<file path="src/rtl/layer_composer_n.sv">
// layer_composer_n: merges N_LAYERS layer line buffers and one sprite line buffer into the display pixel stream.
// Define LAYER_COMPOSER_COLLISION_EN to add sticky sprite/layer collision flags (collision_clr, collision).
module layer_composer_n #(
    parameter int N_LAYERS  = 2,
    parameter int ZW        = 2,
    parameter int LINE_W    = 640,
    parameter int LINE_H    = 480,
    parameter int FRAC_BITS = 7,
    parameter int HW        = 10,
    parameter int VW        = 9
) (
`ifdef LAYER_COMPOSER_COLLISION_EN
    input  logic                  collision_clr,
    output logic [N_LAYERS-1:0]   collision,
`endif
    input  logic                  clk,
    input  logic                  rst,
    input  logic                  interlaced,
    input  logic [FRAC_BITS:0]    frac_x_incr,
    input  logic [FRAC_BITS:0]    frac_y_incr,
    input  logic [7:0]            border_color,
    input  logic [HW-1:0]         active_hstart,
    input  logic [HW-1:0]         active_hstop,
    input  logic [VW-1:0]         active_vstart,
    input  logic [VW-1:0]         active_vstop,
    input  logic [VW-1:0]         irqline,
    input  logic [N_LAYERS-1:0]   layer_enabled,
    input  logic                  sprites_enabled,
    output logic                  current_field,
    output logic                  line_irq,
    output logic [VW-1:0]         line_idx,
    output logic                  line_render_start,
    output logic [HW-1:0]         lb_rdidx,
    input  logic [8*N_LAYERS-1:0] layer_lb_rddata,
    input  logic [8+ZW-1:0]       sprite_lb_rddata,
    output logic                  sprite_lb_erase_start,
    input  logic                  display_next_frame,
    input  logic                  display_next_line,
    input  logic                  display_next_pixel,
    input  logic                  display_current_field,
    output logic [7:0]            display_data,
    output logic                  display_valid
);
    localparam int YSW = VW + FRAC_BITS;
    localparam int XSW = HW + FRAC_BITS;
    localparam logic [XSW-1:0] X_LIMIT = XSW'(LINE_W * (2 ** FRAC_BITS));
    localparam logic [VW:0]    Y_ONE   = {{VW{1'b0}}, 1'b1};
    localparam logic [VW:0]    Y_TWO   = {{(VW-1){1'b0}}, 2'b10};
    localparam logic [HW:0]    X_ONE   = {{HW{1'b0}}, 1'b1};
    localparam logic [HW:0]    X_TWO   = {{(HW-1){1'b0}}, 2'b10};

    logic [VW:0]    r_y_cnt;
    logic [VW:0]    r_y_cnt_d;
    logic [HW:0]    r_x_cnt;
    logic           r_current_field;
    logic           r_line_irq;
    logic           r_display_active;
    logic           r_line_d;
    logic           r_started;
    logic           r_frame_seen;
    logic           r_render_start;
    logic [YSW-1:0] r_y_scaled;
    logic [XSW-1:0] r_x_scaled;
    logic [7:0]     r_display_data;
    logic           r_display_valid;

    logic [HW-1:0]  w_x;
    logic           w_hactive;
    logic           w_vactive;
    logic           w_irq_hit;
    logic           w_first_line;
    logic           w_y_room;
    logic           w_x_room;
    logic [YSW-1:0] w_y_step;
    logic [XSW-1:0] w_x_step;
    logic [XSW:0]   w_x_sum;
    logic [7:0]     w_sprite_col;
    logic [ZW-1:0]  w_sprite_z;
    logic           w_sprite_on;
    logic [7:0]     w_pix;
    logic [7:0]     w_compose;

    assign w_x          = r_x_cnt[HW:1];
    assign w_hactive    = (w_x >= active_hstart) && (w_x < active_hstop);
    assign w_vactive    = (r_y_cnt_d >= {1'b0, active_vstart}) && (r_y_cnt_d < {1'b0, active_vstop});
    // Interlaced fields only ever see every other line, so the LSB is dropped from the compare.
    assign w_irq_hit    = interlaced ? (r_y_cnt[VW:1] == {1'b0, irqline[VW-1:1]})
                                     : (r_y_cnt == {1'b0, irqline});
    assign w_first_line = r_frame_seen && (r_y_cnt >= {1'b0, active_vstart});
    assign w_y_room     = r_y_scaled[YSW-1:FRAC_BITS] < VW'(LINE_H);
    assign w_x_room     = r_x_scaled[XSW-1:FRAC_BITS] < HW'(LINE_W);
    assign w_y_step     = interlaced ? YSW'({frac_y_incr, 1'b0}) : YSW'(frac_y_incr);
    assign w_x_step     = interlaced ? XSW'(frac_x_incr[FRAC_BITS:1]) : XSW'(frac_x_incr);
    assign w_x_sum      = {1'b0, r_x_scaled} + {1'b0, w_x_step};
    assign w_sprite_col = sprite_lb_rddata[7:0];
    assign w_sprite_z   = sprite_lb_rddata[8 +: ZW];
    assign w_sprite_on  = sprites_enabled && (w_sprite_col != 8'd0);

    // Raster bookkeeping: line/pixel counters, field, line interrupt and window flag.
    always_ff @(posedge clk or posedge rst) begin
        if (rst) begin
            r_y_cnt          <= {(VW+1){1'b0}};
            r_y_cnt_d        <= {(VW+1){1'b0}};
            r_x_cnt          <= {(HW+1){1'b0}};
            r_current_field  <= 1'b0;
            r_line_irq       <= 1'b0;
            r_display_active <= 1'b0;
            r_line_d         <= 1'b0;
        end else begin
            if (display_next_frame) begin
                r_y_cnt         <= (interlaced && !display_current_field) ? Y_ONE : {(VW+1){1'b0}};
                r_current_field <= !display_current_field;
            end else if (display_next_line) begin
                r_y_cnt <= r_y_cnt + (interlaced ? Y_TWO : Y_ONE);
            end else begin
                r_y_cnt <= r_y_cnt;
            end
            if (display_next_line) begin
                r_y_cnt_d <= r_y_cnt;
                r_x_cnt   <= {(HW+1){1'b0}};
            end else if (display_next_pixel) begin
                r_x_cnt   <= r_x_cnt + (interlaced ? X_ONE : X_TWO);
            end else begin
                r_x_cnt   <= r_x_cnt;
            end
            r_line_irq       <= display_next_line && w_irq_hit;
            r_display_active <= w_hactive && w_vactive;
            r_line_d         <= display_next_line;
        end
    end

    // Scaled read positions; rendering is held off after reset until a frame boundary is seen.
    always_ff @(posedge clk or posedge rst) begin
        if (rst) begin
            r_started      <= 1'b0;
            r_frame_seen   <= 1'b0;
            r_render_start <= 1'b0;
            r_y_scaled     <= {YSW{1'b0}};
            r_x_scaled     <= {XSW{1'b0}};
        end else begin
            if (display_next_frame) begin
                r_started      <= 1'b0;
                r_frame_seen   <= 1'b1;
                r_render_start <= 1'b0;
            end else if (r_line_d && !r_started) begin
                r_started      <= w_first_line;
                r_render_start <= w_first_line;
                if (w_first_line) begin
                    r_y_scaled <= (interlaced && (r_current_field ^ active_vstart[0]))
                                  ? YSW'(frac_y_incr) : {YSW{1'b0}};
                end
            end else if (r_line_d) begin
                r_render_start <= 1'b1;
                if (w_y_room && w_vactive) begin
                    r_y_scaled <= r_y_scaled + w_y_step;
                end
            end else begin
                r_render_start <= 1'b0;
            end
            if (display_next_line) begin
                r_x_scaled <= {XSW{1'b0}};
            end else if (display_next_pixel && w_hactive && w_x_room) begin
                r_x_scaled <= (w_x_sum > {1'b0, X_LIMIT}) ? X_LIMIT : w_x_sum[XSW-1:0];
            end
        end
    end

    // Painter's order: sprite slot z sits just below layer z-1; slot N_LAYERS+1 is on top.
    always_comb begin
        w_pix = 8'd0;
        for (int i = 0; i < N_LAYERS; i++) begin
            if (w_sprite_on && (w_sprite_z == ZW'(i + 1))) begin
                w_pix = w_sprite_col;
            end else begin
                w_pix = w_pix;
            end
            if (layer_enabled[i] && (layer_lb_rddata[8*i +: 8] != 8'd0)) begin
                w_pix = layer_lb_rddata[8*i +: 8];
            end else begin
                w_pix = w_pix;
            end
        end
        if (w_sprite_on && (w_sprite_z == ZW'(N_LAYERS + 1))) begin
            w_pix = w_sprite_col;
        end else begin
            w_pix = w_pix;
        end
        if (r_display_active) begin
            w_compose = w_pix;
        end else begin
            w_compose = border_color;
        end
    end

    // Output pixel register and its valid strobe.
    always_ff @(posedge clk or posedge rst) begin
        if (rst) begin
            r_display_data  <= 8'd0;
            r_display_valid <= 1'b0;
        end else begin
            r_display_data  <= w_compose;
            r_display_valid <= display_next_pixel;
        end
    end

`ifdef LAYER_COMPOSER_COLLISION_EN
    logic [N_LAYERS-1:0] r_collision;
    logic [N_LAYERS-1:0] w_coll_set;

    // A visible opaque sprite over an enabled opaque layer, inside the window.
    always_comb begin
        w_coll_set = {N_LAYERS{1'b0}};
        for (int i = 0; i < N_LAYERS; i++) begin
            w_coll_set[i] = r_display_active && (w_sprite_col != 8'd0) && (w_sprite_z != {ZW{1'b0}})
                            && layer_enabled[i] && (layer_lb_rddata[8*i +: 8] != 8'd0);
        end
    end

    // Sticky flags; a new hit beats a clear in the same cycle.
    always_ff @(posedge clk or posedge rst) begin
        if (rst) begin
            r_collision <= {N_LAYERS{1'b0}};
        end else begin
            r_collision <= w_coll_set | (collision_clr ? {N_LAYERS{1'b0}} : r_collision);
        end
    end

    assign collision = r_collision;
`endif

    assign current_field         = r_current_field;
    assign line_irq              = r_line_irq;
    assign line_idx              = r_y_scaled[YSW-1:FRAC_BITS];
    assign line_render_start     = r_render_start;
    assign lb_rdidx              = r_x_scaled[XSW-1:FRAC_BITS];
    assign sprite_lb_erase_start = (r_x_cnt == {HW'(LINE_W - 1), interlaced});
    assign display_data          = r_display_data;
    assign display_valid         = r_display_valid;

endmodule
</file>
<file path="config.mk">
export PLATFORM = sky130hd
export DESIGN_NAME = layer_composer_n
export DESIGN_NICKNAME = d
export VERILOG_FILES = /design/src/rtl/layer_composer_n.sv
export SDC_FILE = /design/constraint.sdc
export NUM_CORES = 1
export LEC_CHECK = 0
export ABC_AREA = 1
export CORE_MARGIN = 10
export CORE_UTILIZATION = 30
export DETAILED_ROUTE_END_ITERATION = 7
export GPL_TIMING_DRIVEN = 0
export HOLD_SLACK_MARGIN = 0.06
export PLACE_DENSITY_LB_ADDON = 0.08
export SYNTH_ARGS = -nofsm -noshare
export SYNTH_HDL_FRONTEND = slang
export SYNTH_SLANG_ARGS = --single-unit
</file>
<file path="constraint.sdc">
create_clock -name clk -period 3.4 [get_ports clk]
set_input_delay 1.02 -clock clk [delete_from_list [all_inputs] [get_ports clk]]
set_output_delay 1.02 -clock clk [all_outputs]
set_load 0.05 [all_outputs]
</file>
==> results.md <==
- Status: finished clean
- Unrepaired setup endpoints after global routing: true
- Share of layout cells above drive strength 1: 6.922%
- Fin crit period: 3317 ps
- DRC viols: 0
- GP Congestion: just under 0.9
- Switching power: ~0.86 mW
- Area Overhead vs Synth: 31.64%
- CP endpoint: sprite_lb_erase_start
- P per Cell Area: 299.7 nW/µm²
- Critical path class: in2out
- I/O Buffers: between 100 and 150
- Setup TNS: 0 ps
- CP top delay family: buffers and inverters
- Area of the mapped netlist: about 6900 µm²
- Die area: between 20,000 and 30,000 µm²
- Crit path cell chain: buf_4 -> ha_1 -> nor3_1 -> nand2_1 -> nor2_1 -> clkdlybuf4s15_2
- P_leak: between 4 and 5 nW
- CTS root buffer: clkbuf_16
- Core area: 22,640 µm²
- Worst EP required: 2380 ps
- Peak VDD IR: 0.1572 mV
- Die W: approximately 170 µm
- Hpwl dp: approximately 17 mm
- Ant diodes: 0
- Fill count: about 2,400
- H-Tree Depth: 3
- Design Area, Final: just over 9000 µm²
- Clk pwr share: about 39%
- Top cells by area, synth: dfrtp_1 29%, nand2_1 17%, ha_1 12%
- Relative max-transition margin: between 50% and 60%
- Number of warning messages in the yosys log: 0
- Critical Path Sink Type: output port
- First-pass GRT wire length: 35.55 mm
- Routed wire length: 21.33 mm
- Mean post-synth cell area: 6.633 µm²
- Sinks on Clock Net: 80
- Routed Antenna Nets: 0
- Post-synth EDFFs: 0
- Library cells used by synthesis: 42
- Reg-to-reg endpoint: r_x_scaled[3]
- 1st-iter DRT viols: between 300 and 400
- Reg-to-reg startpoint: r_x_cnt[8]
- Vias/cell: 4.608
- Worst-Margin Slew: around 700 ps
- Initial Util: between 30% and 40%
- Peak Freq: about 300 MHz
- Via count of the first global-routing pass: between 6,000 and 7,000
- CP max-delay cell: clkdlybuf4s15_2
- Slew Limit Fails: 0
- Main flop type after synthesis: dfrtp_1
- CP peak stage delay: 390 ps
- Cells after Synth: approximately 1,000
- Synth area leader: dfrtp_1
- CP arrival: about 2300 ps
- Buffers and inverters on the worst path: 2
- Async S/R FF share, synth: 100.0%
- #FFs+latches synth: 80
- Clock slew at reported path FFs: approximately 70 ps
- Total number of vias: around 6,800
- Worst skew pair latency: 350 ps
- CP Max Fanout: 8
- Int Pwr: about 1.9 mW
- Setup slack, reg-to-reg: ~930 ps
- Maxcap violations: 0
- Mapped Nets: ~1,200
- Sequential group share of total power: between 30% and 40%
- GRT Resource Usage Total: roughly 15%
- Combinational power share: a little under a quarter
- Cts bufs inserted: 9
- Final setup vio count: 0
- Critical Path Start Type: input pin
- FP Rows: 55
- DR pass1 iterations: 5
- Share of the yosys chip area belonging to registers: 28.99%
- Hold Violations, Final: 0
- R2r worst-path depth: 9
- CP Launch Point: interlaced
- # IOs: approximately 140
- Min-delay worst type: reg2reg
- Chip height: 171.7 µm
- WP depth: 6
- Most frequent cells in the layout: 315 x nand2_1, 163 x inv_1, 135 x clkdlybuf4s50_1
- CTS max path bufs: 2
- Initial antenna violation count: 0
- Most common cell after layout, fill and taps aside: nand2_1
- Largest net degree at the start of global routing: 50
- Placed cell areas: 8673 µm²
- Drt wl/cell: around 14 µm
- Final period utilization: around 98%
- GR Overflow Total: 0
- Final clock skew: around 15 ps
- Top cell type's share of synthesized area: just under 30%
- Total Nets Final: 1,371
- CTS tree: done
- Sw Ratio: a little under a third
-- layer usage --
| metal | global-route usage (%) | up-vias | wire length (µm) |
|---|---|---|---|
| li1 | - | 3648 | - |
| met1 | 19.99 | 3055 | 10450 |
| met2 | 23.85 | 121 | 9544 |
| met3 | 3.140 | 14 | 1084 |
| met4 | 4.310 | 0 | 244 |
| met5 | 0 | - | 0 |
-- repair_timing --
item                       4_1_cts  5_1_grt
pin swaps                        0        3
setup endpoints to repair       34       12
hold buffers                     0        0
resized for setup               18       20
buffers inserted                 0        2
gates cloned                     0        1
-- flip-flops by register name (all words and copies together), names as in the netlist --
| register | flops |
|---|---|
| display_valid | 1 |
| r_started | 1 |
| current_field | 1 |
| r_x_scaled | 17 |
| r_y_cnt | 10 |
| line_render_start | 1 |
| r_display_active | 1 |
| r_frame_seen | 1 |
| display_data | 8 |
| line_irq | 1 |
| r_y_scaled | 16 |
| r_line_d | 1 |
| r_x_cnt | 11 |
| r_y_cnt_d | 10 |
-- synth_stat cells (6+ instances only) --
cell	n
o21ai_1	15
nor4_1	6
o21ai_0	68
nand2_1	319
ha_1	66
buf_4	19
clkbuf_1	12
nand3_2	6
nand3_1	56
nand4_1	20
nor3_1	19
dfrtp_1	80
nor2_1	74
a21oi_1	49
inv_1	166
-- area by class of cell --
class | instances | area, µm² | share of cell area [%]
Timing Repair Buffer | 142 | 1450 | 15.95
Multi-Input combinational cell | 757 | 4093 | 45.02
Inverter | 168 | 635.6 | 6.992
Clock inverter | 7 | 86.33 | 0.9498
Sequential cell | 80 | 2002 | 22.02
Buffer | 36 | 241.5 | 2.657
Tap cell | 285 | 356.6 | 3.923
Clock buffer | 9 | 225.2 | 2.478
-- power groups by stage --
| stage | logic, mW | clock network [mW] | registers, mW |
|---|---|---|---|
| after floorplan | 0.357 | 0 | 1.05 |
| after global placement | 0.640 | 0 | 1.04 |
| after detailed placement | 0.647 | 0 | 1.04 |
| after CTS | 0.654 | 1.09 | 1.02 |
| after global routing | 0.740 | 1.12 | 1.02 |
| final | 0.649 | 1.06 | 1.02 |
-- worst min path at each step --
stage / endpoint / depth (start not counted) / start
after floorplan: r_frame_seen / 1 / r_frame_seen
after global placement: r_frame_seen / 1 / r_frame_seen
after detailed placement: r_frame_seen / 1 / r_frame_seen
after CTS: r_frame_seen / 1 / r_frame_seen
after global routing: r_frame_seen / 1 / r_frame_seen
final: r_frame_seen / 1 / r_frame_seen
-- kinds of logic after synthesis --
group | after synthesis | synth area share (%)
buffers and inverters | 204 | 12.30
AND/OR/NAND/NOR | 518 | 31.84
flip-flops | 80 | 28.99
AO/OA/AOI/OAI | 160 | 12.61
XOR/XNOR | 9 | 1.141
adder cells (fa/ha/maj) | 70 | 13.12
-- through the flow --
step / hold WS (ps) / worst slack [ps] / util [%] / cells / total power, mW
2_1_floorplan: 433.2 / 84.48 / - / 1041 / 1.408
5_1_grt: 515.1 / -30.22 / 40.15 / 1484 / 2.886
3_3_place_gp: 450.1 / -1499 / 38.18 / 1464 / 1.677
3_5_place_dp: 450.8 / -1456 / 38.31 / 1465 / 1.683
4_1_cts: 476.7 / 2.956 / 39.77 / 1481 / 2.766
6_report: 477.2 / 83.08 / 40.15 / 1484 / 2.724
(Power assumes the default switching activity.)
